===== src/rtl/lcdpll_pkg.sv =====
// Shared types and constants for the LCD pixel-clock PLL sequencer.
// Holds the FSM state encoding, DRP register addresses and the divider table.
package lcdpll_pkg;

  typedef enum logic [2:0] {
    ST_WR_DIV    = 3'd0,
    ST_WR_PH     = 3'd1,
    ST_HOLD_RST  = 3'd2,
    ST_WAIT_LOCK = 3'd3,
    ST_RUN       = 3'd4
  } state_t;

  localparam logic [5:0] DRP_C1_DIV = 6'h0A;
  localparam logic [5:0] DRP_C1_PH  = 6'h0B;

  // Output divider from the 1000 MHz VCO for each pixel-clock profile.
  function automatic logic [7:0] div_of(input logic [1:0] mode);
    logic [7:0] div;
    case (mode)
      2'd0:    div = 8'd30;
      2'd1:    div = 8'd40;
      2'd2:    div = 8'd20;
      2'd3:    div = 8'd111;
      default: div = 8'd30;
    endcase
    return div;
  endfunction

  function automatic logic [15:0] sat_inc(input logic [15:0] value);
    return (value == 16'hFFFF) ? value : value + 16'd1;
  endfunction

endpackage


===== src/rtl/lcdpll_ctrl_if.sv =====
// PLL dynamic-configuration port bundle between the sequencer and the PLL primitive.
interface lcdpll_ctrl_if;
  logic       dcs;
  logic       dwe;
  logic [5:0] daddr;
  logic [7:0] di;

  modport master (output dcs, dwe, daddr, di);
  modport slave  (input  dcs, dwe, daddr, di);
endinterface


===== src/rtl/lcdpll_lock_sync.sv =====
// Brings the asynchronous PLL lock into the refclk domain and qualifies it
// with a consecutive-cycle stability count.
module lcdpll_lock_sync
  import lcdpll_pkg::*;
#(
  parameter int LOCK_STABLE = 8
) (
  input  logic clk,
  input  logic reset_n,
  input  logic lock_async,
  output logic lock_sync,
  output logic lock_stable
);

  // Stable is asserted in the cycle that completes the required run of highs.
  localparam logic [15:0] STAB_LIM = 16'(LOCK_STABLE - 1);

  logic        meta_r;
  logic        sync_r;
  logic [15:0] stab_r;

  // Two-flop synchronizer and consecutive-high counter.
  always_ff @(posedge clk) begin
    if (!reset_n) begin
      meta_r <= 1'b0;
      sync_r <= 1'b0;
      stab_r <= 16'd0;
    end else begin
      meta_r <= lock_async;
      sync_r <= meta_r;
      stab_r <= sync_r ? sat_inc(stab_r) : 16'd0;
    end
  end

  assign lock_sync   = sync_r;
  assign lock_stable = sync_r && (stab_r >= STAB_LIM);

endmodule


===== src/rtl/lcdpll_ctrl.sv =====
// LCD clock PLL sequencer: programs the pixel-clock divider over DRP, sequences
// PLL reset and lock, and gates the downstream LCD reset on stable lock.
module lcdpll_ctrl
  import lcdpll_pkg::*;
#(
  parameter int RST_CYCLES  = 16,
  parameter int LOCK_WAIT   = 65535,
  parameter int LOCK_STABLE = 8
) (
  input  logic          refclk,
  input  logic          reset_n,
  input  logic [1:0]    mode_sel,
  input  logic          mode_req,
  input  logic          pll_lock,
  output logic          pll_reset,
  lcdpll_ctrl_if.master drp,
  output logic          lcd_rst_n,
  output logic          mode_busy,
  output logic [1:0]    cur_mode,
  output logic          cfg_err
);

  localparam logic [15:0] RST_LIM  = 16'(RST_CYCLES);
  localparam logic [15:0] WAIT_LIM = 16'(LOCK_WAIT - 1);

  state_t      state_r;
  logic        idle_r;
  logic [15:0] cnt_r;
  logic [1:0]  target_r;
  logic        lock_sync_s;
  logic        lock_ok_s;

  lcdpll_lock_sync #(
    .LOCK_STABLE (LOCK_STABLE)
  ) u_lock_sync (
    .clk         (refclk),
    .reset_n     (reset_n),
    .lock_async  (pll_lock),
    .lock_sync   (lock_sync_s),
    .lock_stable (lock_ok_s)
  );

  // Sequencer FSM with all outputs registered.
  always_ff @(posedge refclk) begin
    if (!reset_n) begin
      state_r   <= ST_WR_DIV;
      idle_r    <= 1'b0;
      cnt_r     <= 16'd0;
      target_r  <= 2'd0;
      pll_reset <= 1'b1;
      lcd_rst_n <= 1'b0;
      drp.dcs   <= 1'b0;
      drp.dwe   <= 1'b0;
      drp.daddr <= 6'd0;
      drp.di    <= 8'd0;
      mode_busy <= 1'b1;
      cur_mode  <= 2'd0;
      cfg_err   <= 1'b0;
    end else begin
      drp.dcs <= 1'b0;
      drp.dwe <= 1'b0;
      case (state_r)
        ST_WR_DIV: begin
          if (!idle_r) begin
            drp.dcs   <= 1'b1;
            drp.dwe   <= 1'b1;
            drp.daddr <= DRP_C1_DIV;
            drp.di    <= div_of(target_r);
            idle_r    <= 1'b1;
          end else begin
            idle_r  <= 1'b0;
            state_r <= ST_WR_PH;
          end
        end
        ST_WR_PH: begin
          if (!idle_r) begin
            drp.dcs   <= 1'b1;
            drp.dwe   <= 1'b1;
            drp.daddr <= DRP_C1_PH;
            drp.di    <= div_of(target_r) - 8'd1;
            idle_r    <= 1'b1;
          end else begin
            idle_r  <= 1'b0;
            cnt_r   <= 16'd0;
            state_r <= ST_HOLD_RST;
          end
        end
        ST_HOLD_RST: begin
          if (cnt_r >= RST_LIM) begin
            pll_reset <= 1'b0;
            cnt_r     <= 16'd0;
            state_r   <= ST_WAIT_LOCK;
          end else begin
            pll_reset <= 1'b1;
            cnt_r     <= sat_inc(cnt_r);
          end
        end
        ST_WAIT_LOCK: begin
          if (lock_ok_s) begin
            cur_mode  <= target_r;
            mode_busy <= 1'b0;
            state_r   <= ST_RUN;
          end else if (cnt_r >= WAIT_LIM) begin
            // Timeout edge is already the first cycle of the retry reset pulse.
            cfg_err   <= 1'b1;
            pll_reset <= 1'b1;
            cnt_r     <= 16'd1;
            state_r   <= ST_HOLD_RST;
          end else begin
            cnt_r <= sat_inc(cnt_r);
          end
        end
        ST_RUN: begin
          if (!lock_sync_s) begin
            lcd_rst_n <= 1'b0;
            mode_busy <= 1'b1;
            cnt_r     <= 16'd0;
            state_r   <= ST_WAIT_LOCK;
          end else if (mode_req && (mode_sel != cur_mode)) begin
            target_r  <= mode_sel;
            lcd_rst_n <= 1'b0;
            mode_busy <= 1'b1;
            pll_reset <= 1'b1;
            idle_r    <= 1'b0;
            state_r   <= ST_WR_DIV;
          end else begin
            lcd_rst_n <= 1'b1;
          end
        end
        default: begin
          idle_r    <= 1'b0;
          pll_reset <= 1'b1;
          lcd_rst_n <= 1'b0;
          mode_busy <= 1'b1;
          state_r   <= ST_WR_DIV;
        end
      endcase
    end
  end

endmodule


===== src/flat_wrapper.sv =====
// flat-port wrapper written by rule: the top's interface ports become plain ports
module lcdpll_ctrl_flat import lcdpll_pkg::*;
#(
  parameter int RST_CYCLES  = 16,
  parameter int LOCK_WAIT   = 65535,
  parameter int LOCK_STABLE = 8
)
  (refclk, reset_n, mode_sel, mode_req, pll_lock, pll_reset, lcd_rst_n, mode_busy, cur_mode, cfg_err, drp_dcs, drp_dwe, drp_daddr, drp_di);
  lcdpll_ctrl_if drp_i ();
  input  logic refclk;
  input  logic reset_n;
  input  logic [1:0] mode_sel;
  input  logic mode_req;
  input  logic pll_lock;
  output logic pll_reset;
  output logic lcd_rst_n;
  output logic mode_busy;
  output logic [1:0] cur_mode;
  output logic cfg_err;
  output wire logic [$bits(drp_i.dcs)-1:0] drp_dcs;
  output wire logic [$bits(drp_i.dwe)-1:0] drp_dwe;
  output wire logic [$bits(drp_i.daddr)-1:0] drp_daddr;
  output wire logic [$bits(drp_i.di)-1:0] drp_di;
  assign drp_dcs = drp_i.dcs;
  assign drp_dwe = drp_i.dwe;
  assign drp_daddr = drp_i.daddr;
  assign drp_di = drp_i.di;
  lcdpll_ctrl #(.RST_CYCLES(RST_CYCLES), .LOCK_WAIT(LOCK_WAIT), .LOCK_STABLE(LOCK_STABLE)) u_core (.refclk(refclk), .reset_n(reset_n), .mode_sel(mode_sel), .mode_req(mode_req), .pll_lock(pll_lock), .pll_reset(pll_reset), .drp(drp_i), .lcd_rst_n(lcd_rst_n), .mode_busy(mode_busy), .cur_mode(cur_mode), .cfg_err(cfg_err));
endmodule

===== config.mk =====
export PLATFORM = sky130hd
export DESIGN_NAME = lcdpll_ctrl_flat
export DESIGN_NICKNAME = d
export VERILOG_FILES = /design/src/rtl/lcdpll_pkg.sv /design/src/rtl/lcdpll_ctrl_if.sv /design/src/rtl/lcdpll_lock_sync.sv /design/src/rtl/lcdpll_ctrl.sv /design/src/flat_wrapper.sv
export SDC_FILE = /design/constraint.sdc
export NUM_CORES = 1
export LEC_CHECK = 0
export ABC_AREA = 1
export CAP_MARGIN = 40
export CORE_AREA = 2 2 77 79
export CTS_CLUSTER_SIZE = 28
export DETAILED_ROUTE_END_ITERATION = 7
export DIE_AREA = 0 0 79 81
export MAX_ROUTING_LAYER = met4
export PLACE_DENSITY = 0.8
export SLEW_MARGIN = 10
export SYNTH_ARGS = -nofsm -noshare
export SYNTH_HDL_FRONTEND = slang
export SYNTH_SLANG_ARGS = --single-unit

===== constraint.sdc =====
create_clock -name refclk -period 2.7 [get_ports refclk]
set_input_delay 0.54 -clock refclk [delete_from_list [all_inputs] [get_ports refclk]]
set_output_delay 0.54 -clock refclk [all_outputs]
set_load 0.05 [all_outputs]

# Word-level counts from Yosys, hierarchy flattened
# Cells that the tools add are included.
[classes]
n_eq_ne = 23
mux = 40
order_cmp = 3
n_mul = 0
shift = 0
bitwise_logic = 4
reduce_logical = 21
addsub = 3
div = 0
[ops]
columns = ["operator", "count"]
rows = [
  ["16-bit 2-to-1 mux", 6],
  ["16-bit one-hot mux with 4 select lines", 1],
  ["16-bit by 1-bit adder with 16-bit output, second input constant", 2],
  ["16-bit equality test, second input constant", 2],
  ["8-bit 2-to-1 mux", 4],
  ["8-bit one-hot mux with 4 select lines", 1],
  ["3-bit 2-to-1 mux", 7],
  ["16-bit >= comparator, second input constant", 1],
  ["16-bit by 3-bit >= comparator with 1-bit output, second input constant", 1],
  ["16-bit by 5-bit >= comparator with 1-bit output, second input constant", 1],
  ["8-bit one-hot mux with 2 select lines", 1],
  ["3-bit one-hot mux with 5 select lines", 1],
  ["3-bit AND reduction", 5],
  ["1-bit 2-to-1 mux", 12],
  ["6-bit 2-to-1 mux", 2],
  ["2-bit by 1-bit != test with 1-bit output, second input constant", 6],
  ["6-bit one-hot mux with 2 select lines", 1],
  ["2-bit != test, second input constant", 5],
  ["5-bit AND reduction", 2],
  ["8-bit by 1-bit subtractor with 8-bit output, second input constant", 1],
  ["3-bit by 2-bit equality test with 1-bit output, second input constant", 2],
  ["1-bit one-hot mux with 3 select lines", 2],
  ["2-bit AND reduction", 3],
  ["2-bit equality test, second input constant", 2],
  ["18 further kinds", 23],
]
[word_totals]
input_bits = 6
latch_bits = 0
romBits = 0
mem_count = 0
regBits = 61
output_inout_bits = 22
ramBits = 0

# Longest topological paths before layout
[logic_depth]
depth_word = 8
depth_mapped = 12
mapped_depth_nobuf = 12

# Cells and area by module
# Synthesis repeated with hierarchy kept, for this count alone.
[unflattened]
cells_unflattened = 496
area_unflattened_um2 = 3278.1
[by_module_without_submodules]
columns = ["mod", "cells_each", "seq_area_each_um2", "area_each_um2", "n_inst"]
rows = [
  ["lcdpll_ctrl", 337, 780.7, 2274.7, 1],
  ["lcdpll_lock_sync", 159, 360.3, 1003.5, 1],
]

# Worst setup path after synthesis
# Ideal clock, no wire load.
[synth_path]
path_type = "register -> register"
from = "register u_core.cnt_r[0]"
to = "register u_core.cnt_r[12]"
arrival_ps = 1525
n_path_buf = 0
path_slack_ps = 1105
setup_time_ps = 70
stages_incl_launch_ff = 12
required_ps = 2630
path_cell_list = "dfxtp_1 -> inv_1 -> ha_1 -> nor2_1 -> nor2_1 -> nand2_1 -> nor2_2 -> nor2_1 -> nor2_4 -> nor2_4 -> nand2_1 -> a21oi_1"
[synth_between]
elab_chain_cells = 5
[synth_lines]
columns = ["item", "line", "source"]
rows = [
  ["start, declared", "lcdpll_ctrl.sv:28", "logic [15:0] cnt_r;"],
  ["start signal, assigned", "lcdpll_ctrl.sv:95", "cnt_r <= sat_inc(cnt_r);"],
  ["start signal, assigned", "lcdpll_ctrl.sv:110", "cnt_r <= sat_inc(cnt_r);"],
  ["16-bit by 1-bit adder with 16-bit output / 16-bit equality test (equally long branches)", "lcdpll_pkg.sv:30", "return (value == 16'hFFFF) ? value : value + 16'd1;"],
  ["16-bit 2-to-1 mux", "lcdpll_pkg.sv:30", ""],
  ["16-bit 2-to-1 mux", "lcdpll_ctrl.sv:103", "end else if (cnt_r >= WAIT_LIM) begin"],
  ["16-bit 2-to-1 mux", "lcdpll_ctrl.sv:99", "if (lock_ok_s) begin"],
  ["16-bit one-hot mux with 4 select lines (*)", "lcdpll_ctrl.sv:62", "case (state_r)"],
]
# Mark *: on every way between the ends. The rest lies on a longest branch, timed or not. The select of a mux whose other input is x is not followed.
# A chain may end at the register's enable or synchronous reset.

# Final worst setup path
[layout_path]
from = "register u_core.cur_mode[0]"
to = "output cur_mode[0]"
[layout_rtl]
columns = ["item", "line", "source"]
rows = [
  ["start, declared", "lcdpll_ctrl.sv:19", "output logic [1:0] cur_mode,"],
  ["start signal, assigned", "lcdpll_ctrl.sv:100", "cur_mode <= target_r;"],
  ["end, declared", "flat_wrapper.sv:18", "output logic [1:0] cur_mode;"],
]
# No word-level cell between the ends.

==> flow_metrics.env <==
export IMPL_tns_ps=0
export IMPL_start_kind="flip-flop"
export IMPL_syn_area_um2=3200
export IMPL_clk_insertion_delay_late_ps=340
export IMPL_io_pins=28
export IMPL_dp_hpwl_um=5180
export IMPL_worstHoldPathType="reg2reg"
export IMPL_synthCells=475
export IMPL_yosysWarningCount=0
export IMPL_crit_arrival_ps=1540
export IMPL_numCtsBuffers=9
export IMPL_drtAntennaViolNets=0
export IMPL_totalWireLength_um=7030
export IMPL_dieArea_um2=6400
export IMPL_r2r_slack_ps=800
export IMPL_grt_pass1_wl_um=12200
export IMPL_critPathKind="reg2out"
export IMPL_synth_area_mux_share_pct=0.313
export IMPL_syn_area_per_cell_um2=6.73
export IMPL_path_clk_slew_ps=70
export IMPL_ctsResizeCount=0
export IMPL_root_buffer="clkbuf_8"
export IMPL_gp_congestion=0.947
export IMPL_synth_flop_cell="dfxtp_1"
export IMPL_cts_tree="yes"
export IMPL_synth_compound_area_share_pct=11.2
export IMPL_async_flop_share_pct=0
export IMPL_start_util_pct=56.3
export IMPL_irDropWorstVdd_mv=0.390
export IMPL_final_max_slew_viol_count=0
export IMPL_synth_xor_area_share_pct=4.11
export IMPL_layout_drive_gt1_share_pct=8.46
export IMPL_synth_seq_cells=57
export IMPL_min_period_ps=2080
export IMPL_wl_per_cell_um=12.1
export IMPL_drc=0
export IMPL_slew_headroom_pct=65.6
export IMPL_numPlacedInstances=567
export IMPL_finalCritPeriodShare_pct=76.9
export IMPL_clockBufferDepth=2
export IMPL_endpoint_kind="output pin"
export IMPL_setup_violations=0
export IMPL_cp_top_family="buffers and inverters"
export IMPL_power_density_nw_per_um2=532
export IMPL_die_h_um=81
export IMPL_area_delta_synth_final_pct=15.1
export IMPL_rsz0062_at_grt="no"
export IMPL_synth_adder_area_share_pct=4.30
export IMPL_max_freq_mhz=482
export IMPL_hold_violations=0
export IMPL_antenna_found_initial=0
export IMPL_rows=28
export IMPL_drt_pre_antenna_iters=4
export IMPL_synth_distinct_cells=34
export IMPL_layoutNonFillerInstCount=583
export IMPL_drt_iter0_drc=189
export IMPL_postCtsSetupRepairBufs=0
export IMPL_status="complete, no violations"
export IMPL_grt_max_degree=20
export IMPL_ctsHoldBuffers=0
export IMPL_leakage_uw=0.00153
export IMPL_maxCapViolations=0
export IMPL_final_cell_mix="nand2_1 (122), nor2_1 (67), dfxtp_1 (57)"
export IMPL_cp_num_buf_inv=1
export IMPL_critPathSlowestCell="clkdlybuf4s50_1"
export IMPL_overflow=0
export IMPL_seq_area_frac_synth_pct=35.7
export IMPL_worstPathMaxFanout=3
export IMPL_crit_required_ps=2160
export IMPL_htree_levels=3
export IMPL_via_per_inst=5.14
export IMPL_yosys_area_share_simple_pct=35.0
export IMPL_port_buffers=24
export IMPL_grtUsageTotal_pct=24.6
export IMPL_final_common_cell="nand2_1"
export IMPL_die_w_um=79
export IMPL_slowest_delay_ps=820
export IMPL_diodes=0
export IMPL_core_um2=5680
export IMPL_synth_top_family_by_area="simple AND/OR/NAND/NOR gates"
export IMPL_clock_sinks=57
export IMPL_fin_nets=520
export IMPL_clock_skew_final_ps=7.13
export IMPL_crit_chain="clkdlybuf4s50_1"
export IMPL_synth_edf_count=0
export IMPL_num_vias=2994
export IMPL_tightestPinTransition_ps=515
export IMPL_grt_pass1_vias=2775
-- registers in the layout, indices dropped and copies added (netlist names), 2 cells and up --
name / flops
u_core.cnt_r: 16
u_core.state_r: 3
u_core.drp.daddr: 2
u_core.drp.di: 8
u_core.target_r: 2
u_core.cur_mode: 2
u_core.u_lock_sync.stab_r: 16
-- routing by layer --
layer  global-route usage [%]  up-vias  share of wire (%)
met1                     28.4     1362                 44
met2                     43.0       67                 51
met4                     9.31        0                1.9
li1                         -     1551                  -
met5                        -        -                  0
met3                     4.33       14                3.4
-- cells in the mapped netlist, types with 4 or more instances --
library cell,instances,area (um2)
nand2_1,122,458
nor2_1,67,251
dfxtp_1,57,1140
inv_1,56,210
a21oi_1,32,160
nand3_1,24,120
o21ai_0,21,105
ha_1,11,138
xor2_1,8,70.1
buf_4,7,52.6
nor3_1,7,35.0
xnor2_1,7,61.3
nand4_1,6,37.5
nor2_2,6,37.5
nor2_4,6,67.6
inv_2,5,18.8
clkbuf_1,4,15.0
-- path summary, 6_finish.rpt --
path                              from                           end  cells past startpoint
max reg2reg            u_core.cnt_r[0]              u_core.cnt_r[14]                     11
max                 u_core.cur_mode[0]                   cur_mode[0]                      1
min reg2reg  u_core.u_lock_sync.meta_r  u_core.u_lock_sync.lock_sync                      2
min          u_core.u_lock_sync.meta_r  u_core.u_lock_sync.lock_sync                      2
-- per-stage QoR --
stage	worst slack [ps]	instance area [um2]	utilization (%)	hold slack, ps	power, uW
6_report	623	3680	64.9	415	1960
5_1_grt	557	3680	64.9	462	2040
4_1_cts	605	3680	64.9	414	1970
3_5_place_dp	773	3490	61.4	397	1190
3_3_place_gp	859	3490	61.4	393	1180
2_1_floorplan	1100	3210	-	390	1110
-- where the power goes --
| part | leakage [uW] | switching, uW | total, uW | internal (uW) |
|---|---|---|---|---|
| combinational | 0.000971 | 190 | 275 | 85.0 |
| sequential | 0.000463 | 24.4 | 892 | 867 |
| clock | 0.0000929 | 364 | 793 | 429 |
| total | 0.00153 | 579 | 1960 | 1380 |
-- cells by family (layout without fill, tap and decap cells) --
family,after synthesis,count (layout)
simple gates,251,251
fa+ha+maj,11,11
compound gates,67,67
mux,1,1
buf+inv,72,103
other cells,1,3
flops,57,57
xor+xnor,15,15
-- cell type report --
cell class / instances / area [um2]
clock buffer: 10 / 128
clock inverter: 6 / 67.6
fill: 548 / 1990
inverter: 61 / 229
multi-input combinational: 348 / 1770
sequential: 57 / 1140
tap: 75 / 93.8
timing repair buffer: 26 / 255
Note: power is estimated with default switching activity, not from simulation.
